--- config.mk ---
export PLATFORM = sky130hd
export DESIGN_NAME = instr_fetch_ctrl
export DESIGN_NICKNAME = d
export VERILOG_FILES = /design/src/rtl/instr_fetch_ctrl.sv
export SDC_FILE = /design/constraint.sdc
export NUM_CORES = 1
export LEC_CHECK = 0
export CORE_ASPECT_RATIO = 0.8
export CORE_MARGIN = 3
export CORE_UTILIZATION = 25
export DETAILED_ROUTE_END_ITERATION = 8
export GPL_ROUTABILITY_DRIVEN = 1
export HOLD_SLACK_MARGIN = 0.03
export REMOVE_ABC_BUFFERS = 1
export SETUP_SLACK_MARGIN = 0.4
export SLEW_MARGIN = 10
export SYNTH_ARGS = -nofsm -noshare
export SYNTH_HDL_FRONTEND = slang
export SYNTH_SLANG_ARGS = --single-unit
--- constraint.sdc ---
create_clock -name clk -period 4.96 [get_ports clk]
set_clock_uncertainty 0.15 [all_clocks]
set_input_delay 0.992 -clock clk [delete_from_list [all_inputs] [get_ports clk]]
set_output_delay 0.992 -clock clk [all_outputs]
set_load 0.01 [all_outputs]
--- src/rtl/instr_fetch_ctrl.sv ---
// -----------------------------------------------------------------------------
// instr_fetch_ctrl
//
// Instruction fetch sequencer between the combinational instruction ROM and
// the decode stage. Owns the program counter, fetches one word per cycle into
// a small FIFO (word + PC), and hands the FIFO head to decode over a
// valid/ready handshake. Handles branch redirects, level-sensitive halt and
// misaligned redirect targets (sticky fault until reset).
//
// Ports:
//   clk            core clock, all state updates on the rising edge
//   rst            synchronous active-high reset
//   imem_addr      ROM byte address (the PC register)
//   imem_instr     ROM data for imem_addr, same cycle
//   if_valid       FIFO head valid towards decode
//   if_ready       decode accepts the head this cycle
//   if_pc          PC of the FIFO head
//   if_instr       instruction word of the FIFO head
//   redirect_valid taken branch/jump, load redirect_pc
//   redirect_pc    redirect target
//   halt_req       level, stop issuing new fetches while high
//   fetch_err      sticky misaligned-redirect fault flag
//   fetch_state    0=RUN, 1=HALT, 2=FAULT
//   fetch_count    number of instructions accepted by decode (wraps)
// -----------------------------------------------------------------------------
module instr_fetch_ctrl #(
    parameter logic [31:0] RESET_PC = 32'h8000_0000,
    parameter int          DEPTH    = 2
) (
    input  logic        clk,
    input  logic        rst,
    output logic [31:0] imem_addr,
    input  logic [31:0] imem_instr,
    output logic        if_valid,
    input  logic        if_ready,
    output logic [31:0] if_pc,
    output logic [31:0] if_instr,
    input  logic        redirect_valid,
    input  logic [31:0] redirect_pc,
    input  logic        halt_req,
    output logic        fetch_err,
    output logic [1:0]  fetch_state,
    output logic [31:0] fetch_count
);

    localparam int          AW      = $clog2(DEPTH);
    localparam logic [AW:0] DEPTH_C = (AW + 1)'(DEPTH);

    typedef enum logic [1:0] {
        ST_RUN   = 2'd0,
        ST_HALT  = 2'd1,
        ST_FAULT = 2'd2
    } state_e;

    state_e        state_q, state_d;
    logic [31:0]   pc_q, pc_d;
    logic [AW:0]   cnt_q, cnt_d;
    logic [AW-1:0] wptr_q, wptr_d;
    logic [AW-1:0] rptr_q, rptr_d;
    logic          err_q, err_d;
    logic [31:0]   fcnt_q, fcnt_d;

    logic [31:0]   pc_mem_q    [DEPTH];
    logic [31:0]   instr_mem_q [DEPTH];

    logic          redir_live;
    logic          redir_bad;
    logic          push;
    logic          pop;

    // Redirects are dead once faulted; FAULT only leaves through reset.
    assign redir_live = redirect_valid && (state_q != ST_FAULT);
    assign redir_bad  = redir_live && (redirect_pc[1:0] != 2'b00);

    // The head is withheld during any redirect cycle so decode never
    // consumes a word that is about to be flushed.
    assign if_valid = (cnt_q != '0) && !redirect_valid && (state_q != ST_FAULT);
    assign pop      = if_valid && if_ready;

    // A full FIFO still accepts a push when the head leaves in the same cycle.
    assign push = (state_q == ST_RUN) && !halt_req && !redirect_valid &&
                  ((cnt_q < DEPTH_C) || pop);

    assign imem_addr   = pc_q;
    assign if_pc       = pc_mem_q[rptr_q];
    assign if_instr    = instr_mem_q[rptr_q];
    assign fetch_err   = err_q;
    assign fetch_state = state_q;
    assign fetch_count = fcnt_q;

    always_comb begin
        state_d = state_q;
        pc_d    = pc_q;
        cnt_d   = cnt_q;
        wptr_d  = wptr_q;
        rptr_d  = rptr_q;
        err_d   = err_q;
        fcnt_d  = fcnt_q;

        if (redir_live) begin
            // Redirect outranks push, pop and halt: flush and retarget, or
            // fault without touching the PC when the target is misaligned.
            cnt_d  = '0;
            wptr_d = '0;
            rptr_d = '0;
            if (redir_bad) begin
                state_d = ST_FAULT;
                err_d   = 1'b1;
            end else begin
                pc_d = redirect_pc;
            end
        end else begin
            if (push) begin
                wptr_d = wptr_q + 1'b1;
                pc_d   = pc_q + 32'd4;
            end
            if (pop) begin
                rptr_d = rptr_q + 1'b1;
                fcnt_d = fcnt_q + 32'd1;
            end
            cnt_d = cnt_q + (AW + 1)'(push) - (AW + 1)'(pop);

            case (state_q)
                ST_RUN:  if (halt_req)  state_d = ST_HALT;
                ST_HALT: if (!halt_req) state_d = ST_RUN;
                default: state_d = state_q;
            endcase
        end
    end

    always_ff @(posedge clk) begin
        if (rst) begin
            state_q <= ST_RUN;
            pc_q    <= RESET_PC;
            cnt_q   <= '0;
            wptr_q  <= '0;
            rptr_q  <= '0;
            err_q   <= 1'b0;
            fcnt_q  <= '0;
        end else begin
            state_q <= state_d;
            pc_q    <= pc_d;
            cnt_q   <= cnt_d;
            wptr_q  <= wptr_d;
            rptr_q  <= rptr_d;
            err_q   <= err_d;
            fcnt_q  <= fcnt_d;
        end
    end

    // FIFO storage carries data only; validity is tracked by cnt_q.
    always_ff @(posedge clk) begin
        if (push) begin
            pc_mem_q[wptr_q]    <= pc_q;
            instr_mem_q[wptr_q] <= imem_instr;
        end
    end

endmodule
==> run summary, run 1 <==
Clock root buffer: clkbuf_16
Post-route setup TNS: 0 ps
Total routed wirelength: 24.1 mm
Max-slew violation count: 0
Synth Instances: 684
CTS Buf Count: 17
PD cells: 308 nW/um^2
Area after DPL: 11,000 sq um
DRT Pass-1 Iters: 5
First-pass GRT wire length: 36.6 mm
Post-synth EDFFs: 128
Worst-margin pin slew: 1210 ps
Synth Area in XOR/XNOR: 2.89%
Max Cap Viol: 0
Gp weighted congestion: 0.817
Initial DRC Count: 350
Largest family of logic cells by synthesized area: simple AND/OR/NAND/NOR gates
Slew HR: 19.6%
GR Overflow Total: 0
Number of global-route vias before repair: 6,143
Final Setup Violations: 0
Share of cells above drive strength 1: 14.0%
Max Freq: 0.265 GHz
Via/cell ratio: 4.75
Crit Path Class: input pin to output pin
CTS tree: yes
Detailed Place HPWL: 16.8 mm
CP Capture Type: output pin
Final ANT Viol Nets: 0
Final nets: 948
Number of synthesized register bits: 200
Register area share after synthesis: 62.4%
Final Hold Fails: 0
Startpoint types: input pin
Largest net degree at the start of global routing: 66
I/O Buffers: 200
Post-synthesis mux area share: 9.47%
Worst vdd ir: 0.204 mV
DR WL/cell: 18.3 um
Clk buf depth: 2
Most frequent cells in the layout: 199 x clkdlybuf4s50_1, 128 x edfxtp_1, 71 x dfxtp_1, 65 x mux2_2, 53 x nor2_1
Req. time, crit path: 3820 ps
Fin area: 11,500 sq um
Aggregate global-route resource usage: 13.3%
CP max FO: 14
Core area: 32,900 sq um
Clk slew on worst S/H paths: 70 ps
Most common cell after layout, fill and taps aside: clkdlybuf4s50_1
Area Overhead vs Synth: 36.2%
Initial antenna violation count: 7
Synth cell types: 62
Simple-gate share of the synthesized area: 15.4%
Width of the die: 212 um
Post-CTS Setup Bufs: 0
# rows: 59
Clk_lat worst skew: 440 ps
Crit path arrival time: 2630 ps
Mapped Area: 8470 sq um
Top FF cell, synth: edfxtp_1
Outcome: complete, no violations
Leakage Power: 3.75 nW
Post-Synth Adder-Cell Area: 0.591%
Die height: 171 um
Post_cts resized: 0
Syn_area_per_cell: 12.4 sq um
Vias: 6,245
Crit share post-route: 76.0%
# clock sinks: 200
Async SR Flop Fraction: 0%
Die area: 36,200 sq um
Hold Buf Count CTS: 0
Initial Utilization: 25.7%
Synth Area in Compound Gates: 7.04%
IO Count: 201
RSZ-0062 raised after global routing: false
Hold Path Class: flop to flop
Minimum clock period: 3770 ps
Yosys warns: 0
Drt drc: 0
CTS HTree Levels: 4
[cells by family (layout without fill, tap and decap cells)]
logic type      count (synthesis)  in the layout
simple gates                  246            246
flops                         200            200
compound gates                 88             88
mux                            72             72
buf+inv                        46            249
xor+xnor                       28             28
fa+ha+maj                       4              4
other cells                     0              1
[where the power goes]
group          switching, mW  leakage (nW)  total [mW]  internal [mW]
registers             0.0469          1.77        1.87           1.82
clock network          0.659         0.260        1.36          0.704
logic                  0.155          1.71       0.325          0.170
[state kept, by name, summed over array words and instances, names as in the netlist, named ones only]
register / cells
rptr_q: 1
imem_addr: 32
pc_mem_q: 64
fetch_err: 1
fetch_state: 2
cnt_q: 2
fetch_count: 32
wptr_q: 1
instr_mem_q: 64
[worst paths after layout]
path              slack [ps]         endpoint      startpoint  cells after the start
setup / recovery        1190         if_valid  redirect_valid                      3
hold / removal           340   pc_mem_q[0][1]    imem_addr[1]                      0
setup reg to reg        2310  fetch_count[30]  fetch_state[0]                      5
hold reg to reg          340   pc_mem_q[0][1]    imem_addr[1]                      0
[final cells by class]
cell class	instances	area, sq um
fillers	3307	21400
flip-flops and latches	200	5290
multi-input cells	438	3020
repair buffers	208	2090
well taps	427	534
clock buffers	17	425
clock inverters	14	140
inverters	10	37.5
diodes	1	2.50
[critical path, cell delays in order]
cell and delay, ps:
clkdlybuf4s50_1 710, nor3_1 340, clkdlybuf4s50_1 580
[routing by layer]
layer	vias to the layer above	wire [um]	track usage [%]
met5	-	82	0
met2	221	10500	20.1
met1	3000	10900	17.5
li1	2979	-	-
met4	14	304	3.00
met3	31	2320	6.03
[through the flow]
stage	total power [mW]	cells	util [%]	hold WS (ps)	setup slack [ps]
final	3.55	1315	35.0	336	1190
after global routing	3.70	1314	35.0	358	1110
after CTS	3.60	1314	35.0	345	1210
after detailed placement	2.23	1283	33.3	329	1090
after global placement	2.23	1283	33.3	311	1140
after floorplan	2.02	648	-	331	-21.8
[synth_stat cells (9+ instances only)]
cell type | instances | share of area, %
inv_1 | 9 | 0.40
a21oi_1 | 27 | 1.6
and3_1 | 14 | 1.0
nor3_1 | 17 | 1.0
nor2_1 | 56 | 2.5
nor4_1 | 19 | 1.4
xnor2_1 | 23 | 2.4
nand4_1 | 12 | 0.89
nand3_1 | 47 | 2.8
mux2_2 | 65 | 8.6
dfxtp_1 | 72 | 17
edfxtp_1 | 128 | 45
nand2_1 | 40 | 1.8
clkbuf_1 | 26 | 1.2
or3_1 | 13 | 0.96
o21ai_0 | 16 | 0.95
Note: power is estimated with default switching activity, not from simulation.
==> run 2, diff against run 1 <==
==> constraint.sdc (replaced) <==
create_clock -name clk -period 3.2 [get_ports clk]
set_clock_uncertainty 0.15 [all_clocks]
set_input_delay 0.64 -clock clk [delete_from_list [all_inputs] [get_ports clk]]
set_output_delay 0.64 -clock clk [all_outputs]
set_load 0.01 [all_outputs]
==> run summary, run 2 (synthesized netlist as in run 1, its figures left out) <==
Post-route setup TNS: 0 ps
Clk buf depth: 2
Clk slew on worst S/H paths: 70 ps
Area Overhead vs Synth: 38.7%
Biggest registers after layout: instr_mem_q (64), pc_mem_q (64)
Hold endpoint: fetch_count[31]
Width of the die: 212 um
Cells after DPL: 1,308
Via/cell ratio: 4.66
R2R cell count: 6
# clock sinks: 200
Aggregate global-route resource usage: 13.5%
CTS Buf Count: 17
Clock root buffer: clkbuf_16
Outcome: complete, no violations
DR WL/cell: 18.4 um
Hold depth: 2
Total routed wirelength: 24.7 mm
Initial antenna violation count: 8
Initial Utilization: 25.7%
IO Count: 201
Die height: 171 um
DRT Pass-1 Iters: 5
Share of cells above drive strength 1: 16.1%
Worst r2r dst: imem_addr[30]
Leakage Power: 3.92 nW
Finished Layout Cells: 1,344
Launch point of the worst hold path: fetch_count[31]
Max-slew violation count: 0
Final setup margin: 417 ps
Final nets: 974
First-pass GRT wire length: 37.3 mm
# rows: 59
Multi-input gate area: 3020 sq um
Dpl ws: 196 ps
Vias: 6,267
RSZ-0062 raised after global routing: true
Minimum clock period: 2780 ps
Initial DRC Count: 318
Slew HR: 58.4%
Startpoint types: flop
Worst-margin pin slew: 619 ps
Drt drc: 0
Worst vdd ir: 0.340 mV
Detailed Place HPWL: 17.2 mm
Max Freq: 0.359 GHz
Crit share post-route: 87.0%
Fin area: 11,800 sq um
Clk_lat worst skew: 440 ps
R2R Path Start: imem_addr[2]
Slack of the worst reg-to-reg path: 820 ps
CTS HTree Levels: 4
Largest net degree at the start of global routing: 54
Req. time, crit path: 2410 ps
CTS tree: yes
Gp weighted congestion: 0.836
Final ANT Viol Nets: 0
CP Capture Type: output pin
Crit Path Class: flop to output pin
Register area: 5290 sq um
GR Overflow Total: 0
Crit path arrival time: 1990 ps
Hold Path Class: flop to flop
Core area: 32,900 sq um
Final Hold Fails: 0
CP max FO: 39
Max Cap Viol: 0
FILL cells: 3,250
Area after DPL: 11,200 sq um
Number of global-route vias before repair: 6,191
PD cells: 466 nW/um^2
Most common cell after layout, fill and taps aside: clkdlybuf4s50_1
Die area: 36,200 sq um
Final Setup Violations: 0
Most frequent cells in the layout: 195 x clkdlybuf4s50_1, 128 x edfxtp_1, 71 x dfxtp_1, 65 x mux2_2, 53 x nor2_1
I/O Buffers: 200
==> run 2: layout make-up <==
cell class,count,share of cell area [%]
clock buffers,22,3.86
clock inverters,10,0.734
repair buffers,234,19.8
diodes,3,0.0639
inverters,10,0.319
multi-input cells,438,25.6
flip-flops and latches,200,45.0
well taps,427,4.54
==> run 2: metrics by stage <==
step	utilization, %	power [mW]	hold WS, ps
2_1_floorplan	-	3.13	331
3_3_place_gp	34.0	3.48	319
3_5_place_dp	34.0	3.49	345
4_1_cts	35.7	5.56	354
5_1_grt	35.7	5.71	375
6_report	35.7	5.47	349
==> run 2: what timing repair did <==
item                                    CTS  global route
buffers inserted                          1             0
resized for setup                         3             3
endpoints found under the setup margin   54            43
pin swaps                                 0             0
hold buffers                              0             0
==> run 2: power by group <==
part           total [mW]  internal (mW)  switching, mW
clock                2.05           1.04           1.01
combinational       0.542          0.285          0.257
sequential           2.88           2.82         0.0611
total                5.47           4.14           1.33
==> run 2: metal layers <==
layer	global-route usage (%)	vias up	wire (um)
li1	-	3028	-
met1	18.4	3019	11700
met2	19.6	189	10600
met3	5.61	21	2010
met4	3.84	10	270
met5	0	-	57
==> run 2: worst max path at each step <==
stage | start | end | slack (ps) | cells after the start
floorplan | redirect_valid | instr_mem_q[0][0] | -1430 | 4
global placement | redirect_valid | cnt_q[1] | 240 | 10
detailed placement | redirect_valid | instr_mem_q[1][7] | 200 | 7
CTS | flop | if_pc[15] | 390 | 3
global route | flop | if_pc[15] | 350 | 3
finish | flop | if_pc[15] | 420 | 3
==> run 2: worst max-delay path, stage by stage (launching register included) <==
cell             delay, ps
dfxtp_4                410
buf_16                 250
mux2_2                 370
clkdlybuf4s50_1        530
